## src/rtl/data_bus_bridge_pkg.sv

```systemverilog
// Shared bus widths, FSM state encoding and bus size codes for the data bus bridge.
package data_bus_bridge_pkg;

  localparam int unsigned ADDR_BUS = 32;
  localparam int unsigned DATA_BUS = 32;

  typedef enum logic [1:0] {
    ST_IDLE = 2'd0,
    ST_ADDR = 2'd1,
    ST_DATA = 2'd2,
    ST_DONE = 2'd3
  } bridge_state_t;

  localparam logic [1:0] SIZE_BYTE = 2'd0;
  localparam logic [1:0] SIZE_HALF = 2'd1;
  localparam logic [1:0] SIZE_WORD = 2'd2;

  // Transfer size implied by the byte-enable pattern; irregular patterns fall back to a word.
  function automatic logic [1:0] size_from_sel(input logic [3:0] sel);
    logic [1:0] size;
    case (sel)
      4'b1111:                            size = SIZE_WORD;
      4'b0011, 4'b1100:                   size = SIZE_HALF;
      4'b0001, 4'b0010, 4'b0100, 4'b1000: size = SIZE_BYTE;
      default:                            size = SIZE_WORD;
    endcase
    return size;
  endfunction

  // Index of the lowest enabled byte lane (0 when no lane is enabled).
  function automatic logic [1:0] lane_from_sel(input logic [3:0] sel);
    logic [1:0] lane;
    casez (sel)
      4'b???1: lane = 2'd0;
      4'b??10: lane = 2'd1;
      4'b?100: lane = 2'd2;
      4'b1000: lane = 2'd3;
      default: lane = 2'd0;
    endcase
    return lane;
  endfunction

endpackage

```

## src/rtl/data_bus_bridge_if.sv

```systemverilog
// CPU-side memory port and external bus port of the bridge, bundled together.
interface data_bus_bridge_if;
  import data_bus_bridge_pkg::*;

  logic                mem_en;
  logic                mem_wr;
  logic [3:0]          mem_sel;
  logic [ADDR_BUS-1:0] mem_paddr;
  logic [DATA_BUS-1:0] mem_wdata;
  logic [DATA_BUS-1:0] mem_rdata;
  logic                mem_stall;
  logic                mem_err;

  logic                bus_req;
  logic                bus_wr;
  logic [1:0]          bus_size;
  logic [ADDR_BUS-1:0] bus_addr;
  logic [DATA_BUS-1:0] bus_wdata;
  logic                bus_addr_ok;
  logic                bus_data_ok;
  logic [DATA_BUS-1:0] bus_rdata;

  // Bridge view.
  modport slave (
    input  mem_en, mem_wr, mem_sel, mem_paddr, mem_wdata,
    output mem_rdata, mem_stall, mem_err,
    output bus_req, bus_wr, bus_size, bus_addr, bus_wdata,
    input  bus_addr_ok, bus_data_ok, bus_rdata
  );

  // Environment view: CPU plus bus responder.
  modport master (
    output mem_en, mem_wr, mem_sel, mem_paddr, mem_wdata,
    input  mem_rdata, mem_stall, mem_err,
    input  bus_req, bus_wr, bus_size, bus_addr, bus_wdata,
    output bus_addr_ok, bus_data_ok, bus_rdata
  );
endinterface

```

## src/rtl/data_bus_bridge.sv

```systemverilog
// CPU memory request to external bus bridge: IDLE/ADDR/DATA/DONE FSM with timeout abort.
module data_bus_bridge
  import data_bus_bridge_pkg::*;
#(
  parameter int unsigned TIMEOUT = 255
) (
  input  logic              clk,
  input  logic              rst,
  data_bus_bridge_if.slave  dbb
);

  localparam int unsigned CW = (TIMEOUT > 2) ? $clog2(TIMEOUT) : 1;
  localparam logic [CW-1:0] CNT_LAST = CW'(TIMEOUT - 1);

  bridge_state_t       state, state_nxt;
  logic [CW-1:0]       cnt;
  logic                latch_req;
  logic                complete;
  logic                timeout_hit;
  logic                bus_req_c;
  logic                stall_c;

  logic                wr_q;
  logic [1:0]          size_q;
  logic [ADDR_BUS-1:0] addr_q;
  logic [DATA_BUS-1:0] wdata_q;
  logic [DATA_BUS-1:0] rdata_q;
  logic                err_q;

  // State register.
  always_ff @(posedge clk) begin
    if (!rst) state <= ST_IDLE;
    else      state <= state_nxt;
  end

  // Next state and handshake decode; completion wins over timeout in the same cycle.
  always_comb begin
    state_nxt   = state;
    latch_req   = 1'b0;
    complete    = 1'b0;
    timeout_hit = 1'b0;
    bus_req_c   = 1'b0;
    stall_c     = 1'b0;
    case (state)
      ST_IDLE: begin
        stall_c = dbb.mem_en;
        if (dbb.mem_en) begin
          latch_req = 1'b1;
          state_nxt = ST_ADDR;
        end
      end
      ST_ADDR: begin
        bus_req_c = 1'b1;
        stall_c   = 1'b1;
        if (dbb.bus_addr_ok && dbb.bus_data_ok) begin
          complete  = 1'b1;
          state_nxt = ST_DONE;
        end else if (cnt == CNT_LAST) begin
          timeout_hit = 1'b1;
          state_nxt   = ST_DONE;
        end else if (dbb.bus_addr_ok) begin
          state_nxt = ST_DATA;
        end
      end
      ST_DATA: begin
        stall_c = 1'b1;
        if (dbb.bus_data_ok) begin
          complete  = 1'b1;
          state_nxt = ST_DONE;
        end else if (cnt == CNT_LAST) begin
          timeout_hit = 1'b1;
          state_nxt   = ST_DONE;
        end
      end
      ST_DONE: begin
        state_nxt = ST_IDLE;
      end
      default: begin
        state_nxt = ST_IDLE;
      end
    endcase
  end

  // Request latch, timeout counter and response capture.
  always_ff @(posedge clk) begin
    if (!rst) begin
      cnt     <= '0;
      wr_q    <= 1'b0;
      size_q  <= SIZE_BYTE;
      addr_q  <= '0;
      wdata_q <= '0;
      rdata_q <= '0;
      err_q   <= 1'b0;
    end else begin
      if (latch_req) begin
        cnt     <= '0;
        wr_q    <= dbb.mem_wr;
        size_q  <= size_from_sel(dbb.mem_sel);
        addr_q  <= {dbb.mem_paddr[ADDR_BUS-1:2], lane_from_sel(dbb.mem_sel)};
        wdata_q <= dbb.mem_wdata;
      end else if (state == ST_ADDR || state == ST_DATA) begin
        cnt <= cnt + 1'b1;
      end
      if (timeout_hit)            rdata_q <= '0;
      else if (complete && !wr_q) rdata_q <= dbb.bus_rdata;
      // Error flag is only ever high for the DONE cycle that follows a timeout.
      err_q <= timeout_hit;
    end
  end

  assign dbb.mem_stall = stall_c;
  assign dbb.bus_req   = bus_req_c;
  assign dbb.mem_rdata = rdata_q;
  assign dbb.mem_err   = err_q;
  assign dbb.bus_wr    = wr_q;
  assign dbb.bus_size  = size_q;
  assign dbb.bus_addr  = addr_q;
  assign dbb.bus_wdata = wdata_q;

endmodule

```

## src/flat_wrapper.sv

```systemverilog
// flat-port wrapper written by rule: the top's interface ports become plain ports
module data_bus_bridge_flat import data_bus_bridge_pkg::*;
#(
  parameter int unsigned TIMEOUT = 255
)
  (clk, rst, dbb_mem_en, dbb_mem_wr, dbb_mem_sel, dbb_mem_paddr, dbb_mem_wdata, dbb_mem_rdata, dbb_mem_stall, dbb_mem_err, dbb_bus_req, dbb_bus_wr, dbb_bus_size, dbb_bus_addr, dbb_bus_wdata, dbb_bus_addr_ok, dbb_bus_data_ok, dbb_bus_rdata);
  data_bus_bridge_if dbb_i ();
  input  logic clk;
  input  logic rst;
  input wire logic [$bits(dbb_i.mem_en)-1:0] dbb_mem_en;
  input wire logic [$bits(dbb_i.mem_wr)-1:0] dbb_mem_wr;
  input wire logic [$bits(dbb_i.mem_sel)-1:0] dbb_mem_sel;
  input wire logic [$bits(dbb_i.mem_paddr)-1:0] dbb_mem_paddr;
  input wire logic [$bits(dbb_i.mem_wdata)-1:0] dbb_mem_wdata;
  output wire logic [$bits(dbb_i.mem_rdata)-1:0] dbb_mem_rdata;
  output wire logic [$bits(dbb_i.mem_stall)-1:0] dbb_mem_stall;
  output wire logic [$bits(dbb_i.mem_err)-1:0] dbb_mem_err;
  output wire logic [$bits(dbb_i.bus_req)-1:0] dbb_bus_req;
  output wire logic [$bits(dbb_i.bus_wr)-1:0] dbb_bus_wr;
  output wire logic [$bits(dbb_i.bus_size)-1:0] dbb_bus_size;
  output wire logic [$bits(dbb_i.bus_addr)-1:0] dbb_bus_addr;
  output wire logic [$bits(dbb_i.bus_wdata)-1:0] dbb_bus_wdata;
  input wire logic [$bits(dbb_i.bus_addr_ok)-1:0] dbb_bus_addr_ok;
  input wire logic [$bits(dbb_i.bus_data_ok)-1:0] dbb_bus_data_ok;
  input wire logic [$bits(dbb_i.bus_rdata)-1:0] dbb_bus_rdata;
  assign dbb_i.mem_en = dbb_mem_en;
  assign dbb_i.mem_wr = dbb_mem_wr;
  assign dbb_i.mem_sel = dbb_mem_sel;
  assign dbb_i.mem_paddr = dbb_mem_paddr;
  assign dbb_i.mem_wdata = dbb_mem_wdata;
  assign dbb_mem_rdata = dbb_i.mem_rdata;
  assign dbb_mem_stall = dbb_i.mem_stall;
  assign dbb_mem_err = dbb_i.mem_err;
  assign dbb_bus_req = dbb_i.bus_req;
  assign dbb_bus_wr = dbb_i.bus_wr;
  assign dbb_bus_size = dbb_i.bus_size;
  assign dbb_bus_addr = dbb_i.bus_addr;
  assign dbb_bus_wdata = dbb_i.bus_wdata;
  assign dbb_i.bus_addr_ok = dbb_bus_addr_ok;
  assign dbb_i.bus_data_ok = dbb_bus_data_ok;
  assign dbb_i.bus_rdata = dbb_bus_rdata;
  data_bus_bridge #(.TIMEOUT(TIMEOUT)) u_core (.clk(clk), .rst(rst), .dbb(dbb_i));
endmodule
```

## config.mk

```make
export PLATFORM = sky130hd
export DESIGN_NAME = data_bus_bridge_flat
export DESIGN_NICKNAME = d
export VERILOG_FILES = /design/src/rtl/data_bus_bridge_pkg.sv /design/src/rtl/data_bus_bridge_if.sv /design/src/rtl/data_bus_bridge.sv /design/src/flat_wrapper.sv
export SDC_FILE = /design/constraint.sdc
export NUM_CORES = 1
export LEC_CHECK = 0
export CAP_MARGIN = 20
export CORE_UTILIZATION = 60
export DETAILED_ROUTE_END_ITERATION = 8
export DONT_BUFFER_PORTS = 1
export GPL_ROUTABILITY_DRIVEN = 0
export PLACE_DENSITY_LB_ADDON = 0.05
export SLEW_MARGIN = 15
export SYNTH_ARGS = -nofsm -noshare
export SYNTH_HDL_FRONTEND = slang
export SYNTH_SLANG_ARGS = --single-unit
```

## constraint.sdc

```tcl
create_clock -name clk -period 3.9 [get_ports clk]
set_input_delay 1.17 -clock clk [delete_from_list [all_inputs] [get_ports clk]]
set_output_delay 1.17 -clock clk [all_outputs]
set_load 0.02 [all_outputs]
```

### Word level (Yosys, flattened, before mapping)

Index checks and enable logic that the tools add are counted.

| cells by class | value |
|---|---|
| shifts and indexed selects | 0 |
| add/sub/neg operators | 1 |
| div/mod/pow operators | 0 |
| eq/ne operators | 15 |
| $lt $le $gt $ge | 0 |
| muxes and demuxes | 20 |
| multiply operators | 0 |
| reduce and logical (&&, ||, !) cells | 11 |
| bitwise operators | 1 |

Operators with widths:

| cell | count |
|---|---|
| 2-to-1 mux 2 bit | 6 |
| adder 8 x 1 -> 8 bit, second input constant | 1 |
| == test 4 x 2 -> 1 bit, second input constant | 2 |
| == test 4 bit, second input constant | 2 |
| == test 8 bit, second input constant | 1 |
| 2-to-1 mux 1 bit | 8 |
| case mux 2 bit (4 select lines) | 1 |
| OR reduction 2 bit | 4 |
| == test 2 bit, second input constant | 3 |
| case mux 1 bit (2 select lines) | 3 |
| case mux 2 bit (3 select lines) | 1 |
| == test 4 x 1 -> 1 bit, second input constant | 1 |
| == test 4 x 3 -> 1 bit, second input constant | 1 |
| != test 4 x 2 -> 1 bit, second input constant | 1 |
| case mux 2 bit (2 select lines) | 1 |
| OR reduction 4 bit | 1 |
| == test 3 bit, second input constant | 1 |
| != test 3 x 2 -> 1 bit, second input constant | 1 |
| AND reduction 3 bit | 1 |
| == test 2 x 1 -> 1 bit, second input constant | 1 |
| logical AND 1 bit | 2 |
| zero test 2 bit | 1 |
| != test 2 bit, second input constant | 1 |
| zero test 1 bit | 1 |
| other kinds (2) | 2 |

| storage, ports and cells | value |
|---|---|
| bits in read-only memories | 0 |
| register bits after elaboration | 110 |
| output and inout bits | 102 |
| RAM bits | 0 |
| latch bits | 0 |
| memories | 0 |

### Depth between registers and ports, before layout

| depth | value |
|---|---|
| word-level depth | 5 |
| mapped depth | 8 |
| mapped depth without buffers | 6 |

### Worst setup path after synthesis

Ideal clock, no wire load.

| timing path | value |
|---|---|
| path type | input port to output port |
| start | input dbb_mem_en |
| end | output dbb_mem_stall |
| path buffers | 2 |
| stages | 5 |
| arrival time | 2.094 ns |
| slack | 0.636 ns |
| data required time | 2.730 ns |
| path through | and2_1 -> buf_2 -> buf_1 -> nor2_1 -> nor2_1 |

| between the ends | value |
|---|---|
| word-level cells in the longest chain between the ends | 1 |

RTL lines:

| what | line | source |
|---|---|---|
| from (decl) | flat_wrapper.sv:10 | `input wire logic [$bits(dbb_i.mem_en)-1:0] dbb_mem_en;` |
| case mux 1 bit (2 select lines) | data_bus_bridge.sv:44 | `case (state)` |
| to (decl) | flat_wrapper.sv:16 | `output wire logic [$bits(dbb_i.mem_stall)-1:0] dbb_mem_stall;` |

No other way between the ends.

### Final worst setup path

| timing path | value |
|---|---|
| start | register u_core.state[0] |
| end | output dbb_mem_stall |

| between the ends | value |
|---|---|
| word-level cells in the longest chain between the ends | 3 |
| elaborated cells on any way between the ends | 5 |

RTL lines:

| what | line | source |
|---|---|---|
| from (decl) | data_bus_bridge.sv:15 | `bridge_state_t state, state_nxt;` |
| from (signal assigned) | data_bus_bridge.sv:33 | `else state <= state_nxt;` |
| == test 2 bit or == test 2 x 1 -> 1 bit (tied branches) | data_bus_bridge.sv:44 |  |
| OR reduction 2 bit (no source line) | -- |  |
| case mux 1 bit (2 select lines) * | data_bus_bridge.sv:44 |  |

Every way passes the cells marked *; elsewhere a longest branch is shown, timed or not.

==> flow_summary.yaml <==
place:
  dp_worst_setup_slack_ns: 1.007
  placed_area_um2: 4238
  place_inst: 576
  io_buffers: 0
  place_hpwl_um: 6081
clock_tree:
  cts_tree: "built"
  ctsHoldBuffers: 0
  cts_setup_buffers: 0
  h-tree-depth: 3
  clkTransAtPathRegs_ns: 0.09
  clock_sinks: 110
  clock_latency_ns: 0.36
  cts_buffers: 9
  post_cts_resized: 0
  cts_root_buf: "clkbuf_8"
  clockBufferDepth: 2
logic_synthesis:
  ys_types: 33
  synthAdderAreaFrac_pct: 2.077
  synth_top_family_by_area: "simple AND/OR/NAND/NOR gates"
  avgSynthCellArea_um2: 8.268
  synth_xor_area_share_pct: 1.246
  synth_nets: 623
  synthMuxAreaShare_pct: 0
  seq_area_frac_synth_pct: 52.23
  synth.cell_area_um2: 4217
  postSynthCellCount: 510
  synth-seq-cells: 110
  ys_warn_count: 0
  yosys.area_share.simple_pct: 22.02
  synth-compound-area-share_pct: 18.75
critical_path:
  path_common_cell: "nor2_1"
  cp.required_ns: 2.73
  reg2reg_from: "u_core.state[1]"
  startpoint: "u_core.state[0]"
  cp-endpoint: "dbb_mem_stall"
  crit_fanout: 12
  crit_arrival_ns: 1.86
  r2r_end: "u_core.dbb.mem_rdata[16]"
  regToRegSetupSlack_ns: 1.52
  crit_path_top_delay_cell: "ha_1"
  worstSetupEndpointType: "output port"
  reg2reg_depth: 6
  cpPeakStageDelay_ns: 0.53
  worst-setup-path-type: "reg2out"
  worstPathCellList: "inv_1 -> ha_1 -> nor2_1 -> nor2_1"
  critPathLaunchType: "flip-flop"
global_routing:
  grt_pass1_wl_um: 13430
  use_met1_pct: 24.97
  grt.met3_usage_pct: 8.566
  grt_usage_pct: 23.33
  grt_start_max_net_pins: 74
  grt_pass1_vias: 2970
  grtUsageMet2_pct: 40.36
  busiest_layer: "met2"
  grt_overflow: 0
  antenna_found_initial: 0
pwr:
  ir_drop_mv: 0.3880
  p_leak_nw: 1.586
  cellPowerDensity_nw_per_um2: 677.6
finish:
  syn2layout_area_growth_pct: 5.668
  final_core_util_pct: 65.58
  layout_commonest_cell: "nand2_1"
  layoutNonFillerInstCount: 592
  final_layout_size_suffix_gt1_share_pct: 4.637
  design_area_um2: 4456
  final_cell_mix: "nand2_1 (197), dfxtp_1 (110), a21boi_0 (63)"
  antenna_cells: 0
  nets: 605
die:
  die_h_um: 85.83
  die_w_um: 85.83
  ios: 208
  rows: 30
  dieArea_um2: 7367
  coreArea_um2: 6794
  start_util_pct: 62.06
timing:
  relSlewSlack_pct: 34.42
  max_freq_mhz: 330.4
  final-setup-viol-count: 0
  fin_crit_ns: 3.027
  setup_ws_ns: 0.8734
  rsz0062_at_grt: "no"
  setup-tns-final_ns: 0
  finalCritPeriodShare_pct: 77.61
  slew_violations: 0
  hold_viol: 0
  worst_clock_skew_ns: 0.008312
  worstMarginPinSlew_ns: 0.9838
routing:
  first_pass_iters: 4
  initialDrtViolationCount: 92
  viasPerCell: 5.353
  post-route-drc-count: 0
  wl_per_cell_um: 14.88
  drt_wl_total_um: 8807
  route.vias.total: 3169
  final_antenna_net_count: 0
job:
  maxCapViolCount: 0
outcome:
  status: "complete, no violations"
worst_hold_path:
  hold_depth: 2
  hp-class: "reg2reg"
  hp-start: "u_core.cnt[7]"
==> registers in the layout (all words and copies together), names as in the netlist <==
| register | cells |
|---|---|
| u_core.state | 2 |
| u_core.dbb.bus_addr | 32 |
| u_core.dbb.bus_size | 2 |
| u_core.cnt | 8 |
| u_core.dbb.mem_err | 1 |
| u_core.dbb.bus_wr | 1 |
| u_core.dbb.mem_rdata | 32 |
| u_core.dbb.bus_wdata | 32 |
==> power by group <==
part / switching [W] / leakage (nW) / internal (W)
Sequential: 0.000323 / 0.897 / 0.00130
Combinational: 0.000465 / 0.583 / 0.000222
Clock: 0.000352 / 0.106 / 0.000356
==> how the worst min path moves through the flow <==
stage                    endpoint  slack, ns
detailed placement  u_core.cnt[7]       0.51
CTS                 u_core.cnt[7]       0.52
global route        u_core.cnt[7]       0.56
finish              u_core.cnt[7]       0.52
floorplan           u_core.cnt[7]       0.47
global placement    u_core.cnt[7]       0.49
==> kinds of logic after synthesis <==
| logic type | count (synthesis) |
|---|---|
| fa+ha+maj | 7 |
| xor+xnor | 6 |
| compound gates | 119 |
| flops | 110 |
| simple gates | 231 |
| buf+inv | 37 |
==> Yosys cell counts <==
master	n	area share (%)
a211oi_1	1	0.18
a21boi_0	63	11
a21boi_1	1	0.18
a21oi_1	39	4.6
a31oi_1	1	0.15
and2_1	3	0.45
and3_1	2	0.30
buf_1	1	0.089
buf_2	13	1.5
clkbuf_1	19	1.7
dfxtp_1	110	52
ha_1	7	2.1
inv_1	4	0.36
nand2_1	198	18
nand3_1	2	0.24
nand4_1	4	0.59
nand4_2	1	0.30
nor2_1	11	0.98
nor2b_1	4	0.59
nor3_1	1	0.12
nor3_2	1	0.24
nor4_1	1	0.15
o2111a_1	1	0.27
o211ai_1	1	0.18
o21a_1	1	0.18
o21ai_0	6	0.71
o22a_1	1	0.21
o31a_1	1	0.21
o31ai_1	2	0.36
o31ai_2	1	0.30
or3_1	3	0.45
xnor2_1	1	0.21
xor2_1	5	1.0
==> worst max-delay path: cells and delay by family (launching register included) <==
family	cells	cell delay, ns
buffers and inverters	1	0.11
adders and majority gates	1	0.53
DFF	1	0.39
and+or+nand+nor	2	0.47
==> per-stage QoR <==
stage | power (W) | hold slack [ns]
6_report | 0.003019 | 0.5218
5_1_grt | 0.003203 | 0.5626
4_1_cts | 0.003044 | 0.5230
3_5_place_dp | 0.002345 | 0.5080
3_3_place_gp | 0.002306 | 0.4868
2_1_floorplan | 0.002192 | 0.4716
==> metal layers <==
layer	part of all wire [%]	routed length [um]
met5	0	0
met1	38	3371
met4	2.6	225
met3	9.9	868
met2	49	4341
==> area by class of cell <==
class	count	area (um^2)
clock buffers	10	127.6
inverters	4	15.01
repair buffers	4	37.54
flip-flops and latches	110	2202
clock inverters	5	75.07
well taps	96	120.1
fillers	598	2338
multi-input cells	363	1878
(Power assumes the default switching activity.)
